`src/rtl/generator_arbiter.sv`:
```
// Round-robin arbiter that shares one start/done style generator between two requesters.
// Latches the winner's arguments, pulses gen_start, forwards outputs, and aborts stalled runs.
module generator_arbiter #(
    parameter int WIDTH   = 32,
    parameter int TIMEOUT = 1024
) (
    input  logic                    _clock,
    input  logic                    _reset,
    input  logic [1:0]              req_start,
    input  logic [4*WIDTH-1:0]      req0_args,
    input  logic [4*WIDTH-1:0]      req1_args,
    output logic [1:0]              req_ack,
    output logic signed [WIDTH-1:0] rsp_out0,
    output logic signed [WIDTH-1:0] rsp_out1,
    output logic [1:0]              rsp_valid,
    output logic [1:0]              rsp_done,
    output logic                    rsp_err,
    output logic                    gen_start,
    output logic                    gen_reset,
    output logic signed [WIDTH-1:0] gen_a,
    output logic signed [WIDTH-1:0] gen_b,
    output logic signed [WIDTH-1:0] gen_c,
    output logic signed [WIDTH-1:0] gen_d,
    input  logic signed [WIDTH-1:0] gen_out0,
    input  logic signed [WIDTH-1:0] gen_out1,
    input  logic                    gen_valid,
    input  logic                    gen_done
);

    localparam int WDW = (TIMEOUT > 2) ? $clog2(TIMEOUT) : 1;
    localparam logic [WDW-1:0] WD_LAST = WDW'(TIMEOUT - 1);

    typedef enum logic [1:0] {IDLE, START, RUN, FINISH} state_t;

    state_t                  state_q, state_d;
    logic                    owner_q, owner_d;
    logic                    last_q, last_d;
    logic                    err_q, err_d;
    logic [WDW-1:0]          wd_q, wd_d;
    logic [4*WIDTH-1:0]      args_q, args_d;
    logic signed [WIDTH-1:0] hold0_q, hold0_d;
    logic signed [WIDTH-1:0] hold1_q, hold1_d;
    logic                    win;
    logic                    fwd;

    always_comb begin
        state_d   = state_q;
        owner_d   = owner_q;
        last_d    = last_q;
        err_d     = err_q;
        wd_d      = wd_q;
        args_d    = args_q;
        hold0_d   = hold0_q;
        hold1_d   = hold1_q;
        req_ack   = '0;
        rsp_valid = '0;
        rsp_done  = '0;
        rsp_err   = 1'b0;
        gen_start = 1'b0;
        gen_reset = 1'b0;
        fwd       = 1'b0;
        // On a tie the requester that was not served last wins.
        win       = (req_start == 2'b11) ? ~last_q : req_start[1];

        // Combinational outputs are suppressed while reset is asserted.
        if (!_reset) begin
            unique case (state_q)
                IDLE: begin
                    if (|req_start) begin
                        owner_d      = win;
                        args_d       = win ? req1_args : req0_args;
                        req_ack[win] = 1'b1;
                        state_d      = START;
                    end
                end
                START: begin
                    gen_start = 1'b1;
                    wd_d      = '0;
                    state_d   = RUN;
                end
                RUN: begin
                    fwd                = gen_valid;
                    rsp_valid[owner_q] = gen_valid;
                    if (gen_valid) begin
                        hold0_d = gen_out0;
                        hold1_d = gen_out1;
                    end
                    wd_d = (gen_valid || gen_done) ? '0 : wd_q + 1'b1;
                    if (gen_done) begin
                        err_d   = 1'b0;
                        state_d = FINISH;
                    end else if (!gen_valid && wd_q == WD_LAST) begin
                        err_d   = 1'b1;
                        state_d = FINISH;
                    end
                end
                FINISH: begin
                    rsp_done[owner_q] = 1'b1;
                    rsp_err           = err_q;
                    gen_reset         = err_q;
                    last_d            = owner_q;
                    state_d           = IDLE;
                end
                default: state_d = IDLE;
            endcase
        end
    end

    assign rsp_out0 = _reset ? '0 : (fwd ? gen_out0 : hold0_q);
    assign rsp_out1 = _reset ? '0 : (fwd ? gen_out1 : hold1_q);
    assign gen_a    = args_q[WIDTH-1:0];
    assign gen_b    = args_q[2*WIDTH-1:WIDTH];
    assign gen_c    = args_q[3*WIDTH-1:2*WIDTH];
    assign gen_d    = args_q[4*WIDTH-1:3*WIDTH];

    always_ff @(posedge _clock) begin
        if (_reset) begin
            state_q <= IDLE;
            owner_q <= 1'b0;
            last_q  <= 1'b1;
            err_q   <= 1'b0;
            wd_q    <= '0;
            args_q  <= '0;
            hold0_q <= '0;
            hold1_q <= '0;
        end else begin
            state_q <= state_d;
            owner_q <= owner_d;
            last_q  <= last_d;
            err_q   <= err_d;
            wd_q    <= wd_d;
            args_q  <= args_d;
            hold0_q <= hold0_d;
            hold1_q <= hold1_d;
        end
    end

endmodule

```
`config.mk`:
```
export PLATFORM = sky130hd
export DESIGN_NAME = generator_arbiter
export DESIGN_NICKNAME = d
export VERILOG_FILES = /design/src/rtl/generator_arbiter.sv
export SDC_FILE = /design/constraint.sdc
export NUM_CORES = 1
export LEC_CHECK = 0
export ABC_AREA = 1
export CAP_MARGIN = 20
export CORE_AREA = 2 2 205 207
export CTS_CLUSTER_SIZE = 25
export DETAILED_ROUTE_END_ITERATION = 7
export DIE_AREA = 0 0 207 209
export MAX_ROUTING_LAYER = met4
export SLEW_MARGIN = 5
export SYNTH_ARGS = -nofsm -noshare
export SYNTH_HDL_FRONTEND = slang
export SYNTH_SLANG_ARGS = --single-unit
```
`constraint.sdc`:
```
create_clock -name _clock -period 2.4 [get_ports _clock]
set_input_delay 0.72 -clock _clock [delete_from_list [all_inputs] [get_ports _clock]]
set_output_delay 0.72 -clock _clock [all_outputs]
set_load 0.005 [all_outputs]
```
==> impl_metrics.toml, run 1 <==
[status]
status = "complete, but fails checks"
failed_checks = "setup timing"

[placement]
post-place-cells = 2274
hpwl_mm = 26.6
port-buffer-count = 526
place_congestion = 0.890

[logic_synthesis]
yosysWarnings = 0
syn_area_um2 = 8340
synthMostInstantiatedCell = "sky130_fd_sc_hd__nand2_1"
synthDominantAreaCellType = "sky130_fd_sc_hd__dfxtp_1"
ys_ff_latch = 207
synth_common_cells = "310 x sky130_fd_sc_hd__nand2_1, 210 x sky130_fd_sc_hd__nor2_1, 207 x sky130_fd_sc_hd__dfxtp_1"
synth_edf_count = 0
post_synth_inst_count = 1168
post_synthesis_async_set_or_reset_flop_share_pct = 0
synthesis.nets = 1499
ys_seq_area_share_pct = 49.7
number_of_different_library_cells_in_the_post_synthesis_netlist = 23
synth_area_per_cell_um2 = 7.14
yosysTopAreaCellShare_pct = 49.7
yosys-top-cells-area = "sky130_fd_sc_hd__dfxtp_1 50%, sky130_fd_sc_hd__nand2_1 14%, sky130_fd_sc_hd__nor2_1 9.5%"
synth_top_flop_cell = "sky130_fd_sc_hd__dfxtp_1"

[timing]
min_period_over_period_pct = 113
final_critical_path_setup_slack_ns = -0.322
max_freq_mhz = 367
hold-worst-slack_ns = 0.467
setup-tns-final_ns = -15.18
grt_setup_unrepaired = "true"
timing.final.crit_period_ns = 2.72
report.final.slew_viol_count = 0
finalSetupViolCount = 67
worst_pin_slew_ns = 0.787
worst_clock_skew_ns = 0.0141
slew_headroom_pct = 47.5
hold_viol_final = 0

[routing]
first_pass_iters = 5
wl_per_cell_um = 16.4
routed_vias = 10600
antenna_violating_nets_post_route = 0
drt-initial-drc-count = 455
route.detailed.drc = 0
viasPerCell = 4.44
routed_wl_mm = 39.1

[worst_setup_path]
cells_traversed_along_the_worst_timing_path = "inv_2 > ha_4 > nand2_8 > inv_12 > buf_12 > buf_16 > buf_12 > nor2_4 > nor2_2 > buf_2"
largest_delay_contributor_family_on_the_critical_path = "buffers and inverters"
timing.critical_path.required_ns = 1.68
cp_slowest_stage_delay_ns = 0.32
critPathKind = "reg -> out"
critical_path.max_fanout = 6
worst_path_max_delay_cell = "sky130_fd_sc_hd__dfxtp_2"
worstSetupEndpointType = "primary output"
cp.buffers_inverters = 6
timing.critical_path.from_type = "register"
worst_ep_arrival_time_ns = 2.00
cp_common_cell = "sky130_fd_sc_hd__buf_12"

[global_route]
grt.overflow.total = 0
grt_use_total_pct = 17.4
maximum_number_of_pins_on_one_net_before_global_route_repair = 70
antenna_found_initial = 0
grt_first_pass_wirelength_mm = 59.0
vias_in_the_first_global_route = 10700

[floorplanning]
initial_cell_density_of_the_core_pct = 20.2
die_h_um = 209
ios = 527
die_width_um = 207
row_count = 75
core-area_um2 = 41300
die-area_um2 = 43300

[final_layout]
postLayoutCoreUtil_pct = 41.9
n_antenna_cell = 0
fin_nets = 2168
fin_cells = 2391
layout-drive-gt1-share_pct = 25.3
fillers = 4011
flow.area_growth_from_synthesis_pct = 107

[cts]
cts_root_buf = "sky130_fd_sc_hd__clkbuf_16"
worstSkewPairLatency_ns = 0.53
cts.clk_slew.worst_paths_ns = 0.06
cts_htree_levels = 1
cts_tree = "yes"
cts_max_path_buffers = 3
cts_buffers = 25
clock-sinks = 207

[power]
power.ir.vdd_worst_mv = 0.422
power.density_nw_per_um2 = 918
power_leakage_nw = 7.02

[job]
max_cap_violations = 0

[worst_hold_path]
hold_class = "reg -> reg"
## final timing paths
check | endpoint | startpoint | cells after the start | slack (ns)
min reg2reg | wd_q[6] | wd_q[6] | 2 | 0.47
max reg2reg | args_q[14] | state_q[0] | 11 | 0.20
max | rsp_out0[22] | state_q[0] | 10 | -0.32
min | wd_q[6] | wd_q[6] | 2 | 0.47
## what timing repair did
action / 4_1_cts / 5_1_grt
setup buffers: 56 / 24
hold buffers: 0 / 0
resized for setup: 516 / 139
pin swaps: 36 / 58
cloned: 7 / 0
setup endpoints to repair: 73 / 71
endpoints found under the hold margin: 0 / 0
## per-stage QoR
step	total power [mW]	setup slack [ns]	instance area (um^2)
floorplan	7.10	0.141	8340
global placement	10.7	-0.783	15000
detailed placement	10.8	-0.872	15000
CTS	15.7	-0.425	17000
global route	16.8	-0.402	17300
finish	15.9	-0.322	17300
## layer usage
layer  vias up  track usage (%)  part of all wire [%]
met5         -                -                     0
met4         0             7.29                   3.8
met3        88             3.35                   6.5
met2       422             29.4                    50
met1      4931             20.2                    40
li1       5179                -                     -
## where the power goes
part	leakage, nW	internal, mW	total (mW)	switching, mW
clock	0.408	2.32	3.82	1.49
sequential	1.70	4.35	4.89	0.540
combinational	4.91	3.79	7.17	3.38
## cell families after synthesis
| family | count (synthesis) | synth area share, % |
|---|---|---|
| and+or+nand+nor | 674 | 32.9 |
| adders and majority gates | 5 | 0.750 |
| DFF | 207 | 49.7 |
| buffers and inverters | 104 | 5.01 |
| AOI/OAI and AO/OA | 178 | 11.7 |
## layout make-up
| cell class | count | area, um^2 | share of cell area [%] |
|---|---|---|---|
| Clock buffer | 36 | 737 | 4.26 |
| Clock inverter | 6 | 83.8 | 0.485 |
| Inverter | 25 | 114 | 0.658 |
| Multi-Input combinational cell | 857 | 4760 | 27.5 |
| Sequential cell | 207 | 4150 | 24.0 |
| Tap cell | 539 | 674 | 3.90 |
| Timing Repair Buffer | 721 | 6790 | 39.2 |
## cell usage in the layout (no fill, tap or decap), types with 5 or more instances in the layout
master	count
sky130_fd_sc_hd__a31oi_1	63
sky130_fd_sc_hd__inv_1	17
sky130_fd_sc_hd__nor2_1	120
sky130_fd_sc_hd__o21ai_0	40
sky130_fd_sc_hd__buf_4	146
sky130_fd_sc_hd__o21ai_2	27
sky130_fd_sc_hd__nand3_1	137
sky130_fd_sc_hd__a21oi_1	9
sky130_fd_sc_hd__dfxtp_1	205
sky130_fd_sc_hd__nand2_1	309
sky130_fd_sc_hd__dlygate4sd2_1	5
sky130_fd_sc_hd__clkbuf_2	7
sky130_fd_sc_hd__nor3_1	6
sky130_fd_sc_hd__nor2_2	38
sky130_fd_sc_hd__clkbuf_16	25
sky130_fd_sc_hd__buf_8	8
sky130_fd_sc_hd__buf_6	25
sky130_fd_sc_hd__clkbuf_8	7
sky130_fd_sc_hd__buf_12	14
sky130_fd_sc_hd__nor2_4	54
sky130_fd_sc_hd__clkdlybuf4s50_1	449
sky130_fd_sc_hd__o21ai_4	28
sky130_fd_sc_hd__o21ai_1	9
sky130_fd_sc_hd__buf_2	61
## flip-flops by register name, summed over array words and instances (netlist names)
| signal | count |
|---|---|
| hold0_q | 32 |
| state_q | 2 |
| args_q | 128 |
| wd_q | 10 |
| hold1_q | 32 |
| err_q | 1 |
| last_q | 1 |
| owner_q | 1 |
## tightest hold or removal path: cells and delay by family, from the launching register on
| family | cells | cell delay (ns) |
|---|---|---|
| compound gates | 1 | 0.05 |
| buf+inv | 1 | 0.05 |
| flops | 1 | 0.32 |
Power figures use the tool's default switching activity.
==> run 2: changes to the inputs <==
PLACE_DENSITY_LB_ADDON = 0.05   (was not set)
==> run 2 against run 1 <==
  * The run still ends with setup timing left
  * Utilization rose by 0.51 points
  * Count of clock-buffer cells in the layout rose by 6
  * Maximum frequency rose by 1.3%
  * Wire length rose by 7.9%
  * Clock skew fell by 0.0039 ns
  * Design area rose by 1.2%
  * First-iteration DRC count fell by 13%
  * Die area did not move
  * Worst setup slack improved by 0.034 ns
==> impl_metrics.toml, run 2 (synthesis results as in run 1) <==
[status]
status = "complete, but fails checks"
failed_checks = "setup timing"

[timing]
worst_clock_skew_ns = 0.0103
finalSetupViolCount = 68
final_critical_path_setup_slack_ns = -0.288
worst_pin_slew_ns = 0.801
hold_viol_final = 0
hold-worst-slack_ns = 0.463
min_period_over_period_pct = 112
report.final.slew_viol_count = 0
timing.final.crit_period_ns = 2.69
grt_setup_unrepaired = "true"
slew_headroom_pct = 46.6
max_freq_mhz = 372
setup-tns-final_ns = -13.35

[placement]
total_placed_instance_area_um2 = 14900
post-place-cells = 2261
port-buffer-count = 526
place_congestion = 0.773
hpwl_mm = 28.0

[cts]
cts_htree_levels = 1
cts_stage_hold_buffer_count = 0
cts_max_path_buffers = 3
worstSkewPairLatency_ns = 0.55
cts_tree = "yes"
clock-sinks = 207
cts_buffers = 28
cts_root_buf = "sky130_fd_sc_hd__clkbuf_16"
cts.clk_slew.worst_paths_ns = 0.05

[routing]
route.detailed.drc = 0
routed_wl_mm = 42.2
drt-initial-drc-count = 394
routed_vias = 10400
first_pass_iters = 4
antenna_violating_nets_post_route = 0
wl_per_cell_um = 17.6
viasPerCell = 4.32

[power]
power.density_nw_per_um2 = 929
power_leakage_nw = 7.08
power.ir.vdd_worst_mv = 0.421

[worst_setup_path]
worst_path_max_delay_cell = "sky130_fd_sc_hd__dfxtp_2"
cp.buffers_inverters = 6
cells_traversed_along_the_worst_timing_path = "inv_2 > ha_4 > nand2_8 > clkinv_8 > buf_12 > buf_16 > buf_8 > nor2_4 > nor2_1 > buf_2"
cp_slowest_stage_delay_ns = 0.33
critPathKind = "reg -> out"
worst_ep_arrival_time_ns = 1.97
timing.critical_path.from_type = "register"
largest_delay_contributor_family_on_the_critical_path = "buffers and inverters"
timing.critical_path.required_ns = 1.68
critical_path.max_fanout = 7
worstSetupEndpointType = "primary output"

[floorplanning]
die-area_um2 = 43300
die_width_um = 207
core-area_um2 = 41300
row_count = 75
die_h_um = 209
ios = 527
initial_cell_density_of_the_core_pct = 20.2

[final_layout]
largest-register = "args_q"
finish.instance_area_um2 = 17500
flow.area_growth_from_synthesis_pct = 110
fillers = 4192
layout-drive-gt1-share_pct = 25.4
largest_reg_flops = 128
layout.cells.most_common_list = "449 x sky130_fd_sc_hd__clkdlybuf4s50_1, 308 x sky130_fd_sc_hd__nand2_1, 205 x sky130_fd_sc_hd__dfxtp_1, 140 x sky130_fd_sc_hd__buf_4, 137 x sky130_fd_sc_hd__nand3_1"
fin_cells = 2400
fin_nets = 2165
biggestRegsByFlops = "args_q: 128 flops, hold0_q: 32 flops, hold1_q: 32 flops"
layout.cells.most_common = "sky130_fd_sc_hd__clkdlybuf4s50_1"

[global_route]
globalRouteMet1Util_pct = 21.7
grt-busiest-layer = "met2"
groute.layer.met3.usage_pct = 5.40
grt.met2_usage_pct = 33.0
grt.overflow.total = 0
grt_first_pass_wirelength_mm = 62.6
maximum_number_of_pins_on_one_net_before_global_route_repair = 70
antenna_found_initial = 4
grt_use_total_pct = 19.1
vias_in_the_first_global_route = 10300

[job]
max_cap_violations = 0

[worst_hold_path]
hold_class = "reg -> reg"
-- run 2: changes by cell type in the layout (fill, tap and decap cells not counted), moves of 4 or more --
| cell | change |
|---|---|
| sky130_fd_sc_hd__diode_2 | +5 |
| sky130_fd_sc_hd__nor2_1 | +10 |
| sky130_fd_sc_hd__o21ai_1 | -5 |
| sky130_fd_sc_hd__o21ai_4 | +10 |
| sky130_fd_sc_hd__nor2_4 | -7 |
| sky130_fd_sc_hd__buf_16 | +6 |
| sky130_fd_sc_hd__o21ai_2 | -5 |
| sky130_fd_sc_hd__clkinv_2 | +4 |
| sky130_fd_sc_hd__clkbuf_16 | +5 |
| sky130_fd_sc_hd__buf_4 | -6 |
-- run 2: path summary, 6_finish.rpt --
check        startpoint            to  slack, ns  cells past startpoint
max          state_q[0]  rsp_out1[13]      -0.29                     10
min             wd_q[7]       wd_q[7]       0.46                      2
max reg2reg  state_q[0]    args_q[50]       0.16                     11
min reg2reg     wd_q[7]       wd_q[7]       0.46                      2
-- run 2: through the flow --
| stage | util (%) | total power, mW | setup WS (ns) |
|---|---|---|---|
| floorplan | - | 7.10 | 0.141 |
| global placement | 36.0 | 10.8 | -0.816 |
| detailed placement | 36.0 | 10.7 | -0.833 |
| CTS | 41.2 | 16.1 | -0.348 |
| global route | 42.4 | 17.3 | -0.371 |
| finish | 42.4 | 16.3 | -0.288 |
-- run 2: final cells by class --
type                            count  area (um^2)  area share, %
Clock inverter                     10         80.1          0.457
Clock buffer                       42          845           4.82
Antenna cell                        5         12.5         0.0715
Tap cell                          539          674           3.85
Sequential cell                   207         4150           23.7
Timing Repair Buffer              714         6810           38.9
Inverter                           25          119          0.679
Multi-Input combinational cell    858         4820           27.5
-- run 2: worst min-delay path: cells and delay by family, from the launching register on --
kind	cells	cell delay, ns
buf+inv	1	0.06
compound gates	1	0.05
flops	1	0.31
-- run 2: repair_timing --
item                       CTS  global route
gates cloned                12             1
hold endpoints to repair     0             0
setup endpoints to repair  107            73
gates resized for setup    515           133
pin swaps                   41            31
buffers inserted            53            20
-- run 2: layer usage --
| layer | share of wire [%] | routed length (um) |
|---|---|---|
| met5 | 0 | 0 |
| met4 | 2.6 | 1110 |
| met3 | 6.6 | 2790 |
| met2 | 51 | 21400 |
| met1 | 40 | 16900 |
-- run 2: power by group --
part	switching (mW)	internal (mW)	leakage [nW]
logic	3.43	3.80	4.93
registers	0.484	4.36	1.70
clock network	1.66	2.52	0.457
